--- src/rtl/gba_snes_pad_if.sv ---
// rtl/gba_snes_pad_if.sv - SNES pad wire bundle (latch, shift clock, serial data)
interface gba_snes_pad_if;
  logic pad_data;
  logic pad_latch;
  logic pad_clk;

  modport master (input pad_data, output pad_latch, output pad_clk);
  modport slave  (output pad_data, input pad_latch, input pad_clk);
endinterface

--- src/rtl/gba_snes_pad.sv ---
// rtl/gba_snes_pad.sv - SNES gamepad poller driving registered GBA key levels
// Optional two-frame debounce: define SNES_PAD_DEBOUNCE_EN.
module gba_snes_pad #(
  parameter int HALF_CYC  = 100,
  parameter int FRAME_CYC = 1118481
) (
  input  logic                  fclk,
  input  logic                  resetn,
  gba_snes_pad_if.master        pad,
  output logic                  KeyA,
  output logic                  KeyB,
  output logic                  KeySelect,
  output logic                  KeyStart,
  output logic                  KeyRight,
  output logic                  KeyLeft,
  output logic                  KeyUp,
  output logic                  KeyDown,
  output logic                  KeyR,
  output logic                  KeyL,
  output logic                  pad_present,
  output logic                  frame_done
);

  localparam int FW = $clog2(FRAME_CYC);
  localparam int CW = $clog2(2 * HALF_CYC + 1);
  localparam logic [FW-1:0] FCNT_LAST  = FW'(FRAME_CYC - 1);
  localparam logic [CW-1:0] LATCH_LAST = CW'(2 * HALF_CYC - 1);
  localparam logic [CW-1:0] HALF_LAST  = CW'(HALF_CYC - 1);

  localparam logic [2:0] ST_IDLE  = 3'd0;
  localparam logic [2:0] ST_LATCH = 3'd1;
  localparam logic [2:0] ST_LOW   = 3'd2;
  localparam logic [2:0] ST_HIGH  = 3'd3;
  localparam logic [2:0] ST_DONE  = 3'd4;

  logic [2:0]    state;
  logic [FW-1:0] fcnt;
  logic [CW-1:0] cnt;
  logic [3:0]    bit_idx;
  logic [15:0]   raw;
  logic [1:0]    sync;
  logic          latch_q;
  logic          clk_q;
  logic          done_q;
  logic [9:0]    keys;
  logic          present_q;
  logic          present;
  logic [9:0]    new_keys;
`ifdef SNES_PAD_DEBOUNCE_EN
  logic [10:0]   hist;
`endif

  // Key vector order {L,R,Down,Up,Left,Right,Start,Select,B,A} matches KEYINPUT.
  always_comb begin
    present  = (raw != 16'h0000);
    new_keys = 10'd0;
    if (present)
      new_keys = ~{raw[10], raw[11], raw[5], raw[4], raw[6],
                   raw[7], raw[3], raw[2], raw[0], raw[8]};
  end

  always_ff @(posedge fclk) begin
    if (!resetn) begin
      state     <= ST_LATCH;
      fcnt      <= '0;
      cnt       <= '0;
      bit_idx   <= 4'd0;
      raw       <= 16'hFFFF;
      sync      <= 2'b11;
      latch_q   <= 1'b0;
      clk_q     <= 1'b1;
      done_q    <= 1'b0;
      keys      <= 10'd0;
      present_q <= 1'b0;
`ifdef SNES_PAD_DEBOUNCE_EN
      hist      <= 11'd0;
`endif
    end else begin
      sync    <= {sync[0], pad.pad_data};
      fcnt    <= (fcnt == FCNT_LAST) ? '0 : fcnt + 1'b1;
      // Pad pins are flops decoded from the current state: one cycle behind it.
      latch_q <= (state == ST_LATCH);
      clk_q   <= (state != ST_LOW);
      done_q  <= (state == ST_DONE);

      case (state)
        ST_IDLE: begin
          if (fcnt == FCNT_LAST) begin
            state <= ST_LATCH;
            cnt   <= '0;
          end
        end
        ST_LATCH: begin
          if (cnt == LATCH_LAST) begin
            state   <= ST_LOW;
            cnt     <= '0;
            bit_idx <= 4'd0;
          end else begin
            cnt <= cnt + 1'b1;
          end
        end
        ST_LOW: begin
          if (cnt == HALF_LAST) begin
            raw[bit_idx] <= sync[1];
            state        <= ST_HIGH;
            cnt          <= '0;
          end else begin
            cnt <= cnt + 1'b1;
          end
        end
        ST_HIGH: begin
          if (cnt == HALF_LAST) begin
            cnt <= '0;
            if (bit_idx == 4'd15) begin
              state <= ST_DONE;
            end else begin
              bit_idx <= bit_idx + 4'd1;
              state   <= ST_LOW;
            end
          end else begin
            cnt <= cnt + 1'b1;
          end
        end
        ST_DONE:  state <= ST_IDLE;
        default:  state <= ST_IDLE;
      endcase

      // Evaluated alongside the frame_done pulse so outputs move one cycle later.
      if (done_q) begin
`ifdef SNES_PAD_DEBOUNCE_EN
        hist <= {present, new_keys};
        if (hist == {present, new_keys}) begin
          keys      <= new_keys;
          present_q <= present;
        end
`else
        keys      <= new_keys;
        present_q <= present;
`endif
      end
    end
  end

  assign pad.pad_latch = latch_q;
  assign pad.pad_clk   = clk_q;
  assign frame_done    = done_q;
  assign pad_present   = present_q;
  assign KeyA          = keys[0];
  assign KeyB          = keys[1];
  assign KeySelect     = keys[2];
  assign KeyStart      = keys[3];
  assign KeyRight      = keys[4];
  assign KeyLeft       = keys[5];
  assign KeyUp         = keys[6];
  assign KeyDown       = keys[7];
  assign KeyR          = keys[8];
  assign KeyL          = keys[9];

endmodule

--- src/flat_wrapper.sv ---
// flat-port wrapper written by rule: the top's interface ports become plain ports
module gba_snes_pad_flat 
#(
  parameter int HALF_CYC  = 100,
  parameter int FRAME_CYC = 1118481
)
  (fclk, resetn, KeyA, KeyB, KeySelect, KeyStart, KeyRight, KeyLeft, KeyUp, KeyDown, KeyR, KeyL, pad_present, frame_done, pad_pad_data, pad_pad_latch, pad_pad_clk);
  gba_snes_pad_if pad_i ();
  input  logic fclk;
  input  logic resetn;
  output logic KeyA;
  output logic KeyB;
  output logic KeySelect;
  output logic KeyStart;
  output logic KeyRight;
  output logic KeyLeft;
  output logic KeyUp;
  output logic KeyDown;
  output logic KeyR;
  output logic KeyL;
  output logic pad_present;
  output logic frame_done;
  input wire logic [$bits(pad_i.pad_data)-1:0] pad_pad_data;
  output wire logic [$bits(pad_i.pad_latch)-1:0] pad_pad_latch;
  output wire logic [$bits(pad_i.pad_clk)-1:0] pad_pad_clk;
  assign pad_i.pad_data = pad_pad_data;
  assign pad_pad_latch = pad_i.pad_latch;
  assign pad_pad_clk = pad_i.pad_clk;
  gba_snes_pad #(.HALF_CYC(HALF_CYC), .FRAME_CYC(FRAME_CYC)) u_core (.fclk(fclk), .resetn(resetn), .pad(pad_i), .KeyA(KeyA), .KeyB(KeyB), .KeySelect(KeySelect), .KeyStart(KeyStart), .KeyRight(KeyRight), .KeyLeft(KeyLeft), .KeyUp(KeyUp), .KeyDown(KeyDown), .KeyR(KeyR), .KeyL(KeyL), .pad_present(pad_present), .frame_done(frame_done));
endmodule
--- config.mk ---
export PLATFORM = sky130hd
export DESIGN_NAME = gba_snes_pad_flat
export DESIGN_NICKNAME = d
export VERILOG_FILES = /design/src/rtl/gba_snes_pad_if.sv /design/src/rtl/gba_snes_pad.sv /design/src/flat_wrapper.sv
export SDC_FILE = /design/constraint.sdc
export NUM_CORES = 1
export LEC_CHECK = 0
export ABC_CLOCK_PERIOD_IN_PS = 1950
export CORE_ASPECT_RATIO = 0.6
export CORE_UTILIZATION = 31
export CTS_BUF_LIST = sky130_fd_sc_hd__clkbuf_4
export DETAILED_ROUTE_END_ITERATION = 10
export PLACE_DENSITY_LB_ADDON = 0.12
export SETUP_SLACK_MARGIN = 0.05
export SKIP_LAST_GASP = 1
export SLEW_MARGIN = 10
export SYNTH_ARGS = -nofsm -noshare
export SYNTH_HDL_FRONTEND = slang
export SYNTH_SLANG_ARGS = --single-unit
--- constraint.sdc ---
create_clock -name fclk -period 1.95 [get_ports fclk]
set_clock_uncertainty 0.1 [all_clocks]
set_input_delay 0.2925 -clock fclk [delete_from_list [all_inputs] [get_ports fclk]]
set_output_delay 0.2925 -clock fclk [all_outputs]
set_load 0.02 [all_outputs]
; After elaboration in Yosys (flattened, before gate mapping)
; Cells that the tools add are included.
[totals]
ramBits = 0
word_cells = 61
input_bits = 3
output_inout_bits = 14
register_bits = 68
mem_bits_ro = 0
n_memories = 0
latchBits = 0
[op_classes]
shifts = 0
magnitude_cmp = 2
n_mul = 0
div_mod_pow = 0
addsub = 3
mux = 18
reduce_logical = 11
eq_ne = 14
n_bitwise = 2
[op_table]
columns = cell, n
row1 = two-way mux 8 bit, 3
row2 = one-hot mux 8 bit (3 select lines), 1
row3 = adder 21 x 1 -> 21 bit (second input constant), 1
row4 = == test 21 bit (second input constant), 1
row5 = bitwise mux 16 bit, 1
row6 = nonzero test 16 bit, 1
row7 = two-way mux 3 bit, 5
row8 = two-way mux 4 bit, 3
row9 = one-hot mux 3 bit (4 select lines), 1
row10 = two-way mux 10 bit, 1
row11 = NOT 10 bit, 1
row12 = adder 8 x 1 -> 8 bit (second input constant), 1
row13 = == test 8 x 7 -> 1 bit (second input constant), 1
row14 = == test 8 bit (second input constant), 1
row15 = one-hot mux 4 bit (2 select lines), 1
row16 = AND reduction 4 bit, 2
row17 = == test 3 x 2 -> 1 bit (second input constant), 2
row18 = != test 2 x 1 -> 1 bit (second input constant), 3
row19 = < comparator 4 x 5 -> 1 bit (second input constant), 1
row20 = adder 4 x 1 -> 4 bit (second input constant), 1
row21 = demux 1 bit (select 4 bit), 1
row22 = == test 4 bit (second input constant), 1
row23 = greater-or-equal comparator 4 x 1 -> 1 bit (second input constant), 1
row24 = != test 2 bit (second input constant), 2
row25 = 11 further kinds, 13

; Logic depth before layout (Yosys ltp)
[logic_depth]
depth_word = 5
ltp_mapped = 7
depth_no_buf = 6

; Least setup slack after synthesis
; No wires, ideal clock.
[synth_path]
path_type = reg2reg
startpoint = register u_core.fcnt[7]
endpoint = register u_core.fcnt[20]
path_stages_with_launch = 6
setup_ps = 71
path_buffers = 1
required_ps = 1779
period_less_slack_ps = 1993
arrival_time_ps = 1823
path_slack_ps = -43
cell_sequence = dfxtp_1 > nand4_2 > or4_4 > buf_6 > or4_1 > a21oi_1
[synth_via]
elab_chain_cells = 2
elab_cells_between_ends = 3
cone_classes = add/sub (1) / eq/ne (1) / reduce/logical (1)
[synth_lines]
columns = item, line_no
row1 = "start, declared", gba_snes_pad.sv:37  ; logic [FW-1:0] fcnt;
row2 = "start signal, assigned", gba_snes_pad.sv:80  ; fcnt <= (fcnt == FCNT_LAST) ? '0 : fcnt + 1'b1;
row3 = "parallel branches: the longest is 2 deep, another holds adder 21 x 1 -> 21 bit", n/a
; Parallel ways; which one is timed is not known.
; A chain may end at the register's enable or synchronous reset.

; Worst setup path in the final report
[layout_path]
startpoint = register u_core.raw[13]
endpoint = register u_core.keys[4]
[layout_via]
elab_chain_cells = 2
[layout_lines]
columns = item, line_no
row1 = "start, declared", gba_snes_pad.sv:40  ; logic [15:0] raw;
row2 = "start signal, assigned by index", gba_snes_pad.sv:104  ; raw[bit_idx] <= sync[1];
row3 = nonzero test 16 bit, gba_snes_pad.sv:55  ; present = (raw != 16'h0000);
row4 = two-way mux 10 bit, gba_snes_pad.sv:57  ; if (present)
row5 = "end signal, assigned", gba_snes_pad.sv:137  ; keys <= new_keys;
row6 = "end, declared", gba_snes_pad.sv:45  ; logic [9:0] keys;
; Every way passes these cells.

==> flow_summary.yaml <==
logic_synthesis:
  postSynthCellCount: 364
  mappedNetlistArea_sq_um: 3210
  postSynth.asyncResetShare_pct: 0
  syn-num-nets: 374
  synth_most_common_cell: "dfxtp_1"
  ys.warnings.count: 0
  synth_seq_cells: 68
  synth_area_leader_cell: "dfxtp_1"
  synth_cell_types: 48
  synth_top_cells_by_count: "68 x dfxtp_1, 30 x inv_1, 25 x nand3_1"
  synth_area_leaders: "dfxtp_1 42%, mux2i_1 5.3%, nand3_1 3.9%"
  yosysSeqAreaShare_pct: 42.4
  synth-main-ff-cell: "dfxtp_1"
  synth_top_area_share_pct: 42.4
  syn_avg_cell_area_sq_um: 8.82
  synth_edf_count: 0
cts:
  cts_hold_buf: 0
  clock_latency_ns: 0.43
  clk_pin_slew_worst_paths_ns: 0.11
  clk_path_buf_depth: 2
  root_buffer: "clkbuf_4"
  numCtsBuffers: 9
  tritoncts: "yes"
  htreeDepth: 3
  numClockSinks: 68
floorplanning:
  die_h_um: 80.8
  start_util_pct: 32.3
  die_w_um: 133
  die-area_sq_um: 10800
  fp-row-count: 28
  ios: 17
  core_sq_um: 9950
placed_design:
  place_congestion: 0.764
  pre_cts_slack_ns: 0.00138
  io_buffers: 16
  dp_hpwl_um: 5390
timing:
  slew_violations: 0
  rsz0062_at_grt: "yes"
  tightestPinTransition_ns: 0.396
  setup_violations: 0
  period_share_pct: 99.6
  hold_viol: 0
  relSlewSlack_pct: 73.3
  setup_ws_ns: 0.00707
  min_period_ns: 1.94
  fmax_ghz: 0.515
detailed_routing:
  drtIter0Drc: 144
  viasPerCell: 4.92
  drc: 0
  antenna_left: 0
  dr.pass1.iters: 5
  wirelength_um: 7830
  routedWlPerCell_um: 14.2
  num_vias: 2721
finish:
  post-route-util_pct: 41.2
  final_nets: 424
  antenna-diode-count: 0
  drive_gt1_share_pct: 23.7
  syn_to_final_growth_pct: 27.6
global_route:
  grt_max_degree: 34
  grt_pass1_vias: 2418
  overflow: 0
  grt_pass1_wl_um: 12500
  antenna_found_initial: 0
  track_usage_pct: 15.1
setup_path:
  reg2reg_to: "u_core.keys[4]$_SDFFE_PN0P_"
  crit_path_end: "u_core.keys[4]$_SDFFE_PN0P_"
  startpoint_type: "flop"
  worstSetupStartpoint: "u_core.raw[13]$_SDFFE_PN1P_"
  cp-end-kind: "flop"
  r2r_slack_ns: 0.007
  critPathArrivalTime_ns: 2.18
  crit_type: "reg -> reg"
  cp_max_fo: 6
  r2r_cells: 5
  r2r_start: "u_core.raw[13]$_SDFFE_PN1P_"
  crit_required_ns: 2.19
flow_run:
  max-cap-violations: 0
power_and_ir_drop:
  ir_drop_mv: 0.289
  power.density_nw_per_um2: 591
  design_power_total_mw: 2.42
  power_leakage_nw: 1.50
outcome:
  outcome: "finished clean"
hold_path:
  hold_path_class: "reg -> reg"
  min_from: "u_core.sync[0]$_SDFF_PN1_"
  hold_depth: 1
worst min path at each step:
stage | end | slack [ns]
final | u_core.sync[1]$_SDFF_PN1_ | 0.32
after global routing | u_core.sync[0]$_SDFF_PN1_ | 0.30
after CTS | u_core.sync[0]$_SDFF_PN1_ | 0.29
after detailed placement | u_core.sync[1]$_SDFF_PN1_ | 0.30
after global placement | u_core.sync[1]$_SDFF_PN1_ | 0.29
after floorplan | u_core.sync[1]$_SDFF_PN1_ | 0.29
power by group:
part	switching, mW	leakage, nW	internal (mW)
registers	0.0306	0.553	1.42
clock network	0.496	0.0616	0.272
logic	0.101	0.881	0.102
metal layers:
layer	vias up	GRT usage (%)	wire, um	part of all wire, %
li1	1406	-	-	-
met1	1268	23.0	4470	57
met2	39	19.6	2940	37
met3	8	4.56	342	4.4
met4	0	5.11	76	0.97
met5	-	0	0	0
flip-flops by register name, summed over array words and instances (netlist names):
| name | flops |
|---|---|
| u_core.fcnt | 21 |
| u_core.raw | 16 |
| u_core.keys | 10 |
| u_core.cnt | 8 |
| u_core.bit_idx | 4 |
| u_core.state | 3 |
| u_core.sync | 2 |
| u_core.frame_done | 1 |
| u_core.pad.pad_clk | 1 |
| u_core.pad.pad_latch | 1 |
| u_core.pad_present | 1 |
critical path, stage by stage (launching register included):
cell,delay [ns]
dfxtp_2,0.33
or4_4,0.55
o41ai_4,0.43
buf_6,0.20
o22ai_2,0.08
and2_1,0.16
per-stage QoR:
step           instance area, sq um  TNS [ns]  hold WS (ns)  cells
3_3_place_gp                   3750         0         0.289    529
3_5_place_dp                   3750         0         0.301    529
5_1_grt                        4100    -0.294         0.298    553
4_1_cts                        3910         0         0.292    547
6_report                       4100         0         0.319    553
2_1_floorplan                  3250         0         0.286    364
timing repair:
action	in CTS	in global routing
gates cloned	1	1
setup endpoints to repair	13	39
setup buffers	2	5
endpoints found under the hold margin	0	0
resized for setup	13	30
pin swaps	4	13
cell families after synthesis:
family,count (synthesis),synth area share (%)
muxes,17,5.30
buffers and inverters,48,5.96
adders and majority gates,7,2.73
and+or+nand+nor,154,28.6
DFF,68,42.4
AOI/OAI and AO/OA,57,11.5
xor gates and xnor gates,13,3.55
cells in the final DEF, fill, tap and decap left out, drive strengths merged, types with 9 or more instances in the layout:
cell,count
a21oi,12
and2,14
buf,40
clkbuf,11
clkdlybuf4s50,16
dfxtp,68
inv,30
mux2i,17
nand2,16
nand3,25
nand4,12
nor2,19
nor2b,18
o21ai,13
o22ai,10
or4,10
xnor2,9
area by class of cell:
cell class                 instances  area, sq um
clock buffer                      11         82.6
clock inverter                     4         17.5
tap                              135          169
fill                            1021         5850
inverter                          30          113
sequential                        68         1380
timing repair buffer              56          480
multi-input combinational        249         1850
No activity file was read; power rests on OpenSTA's default activity.
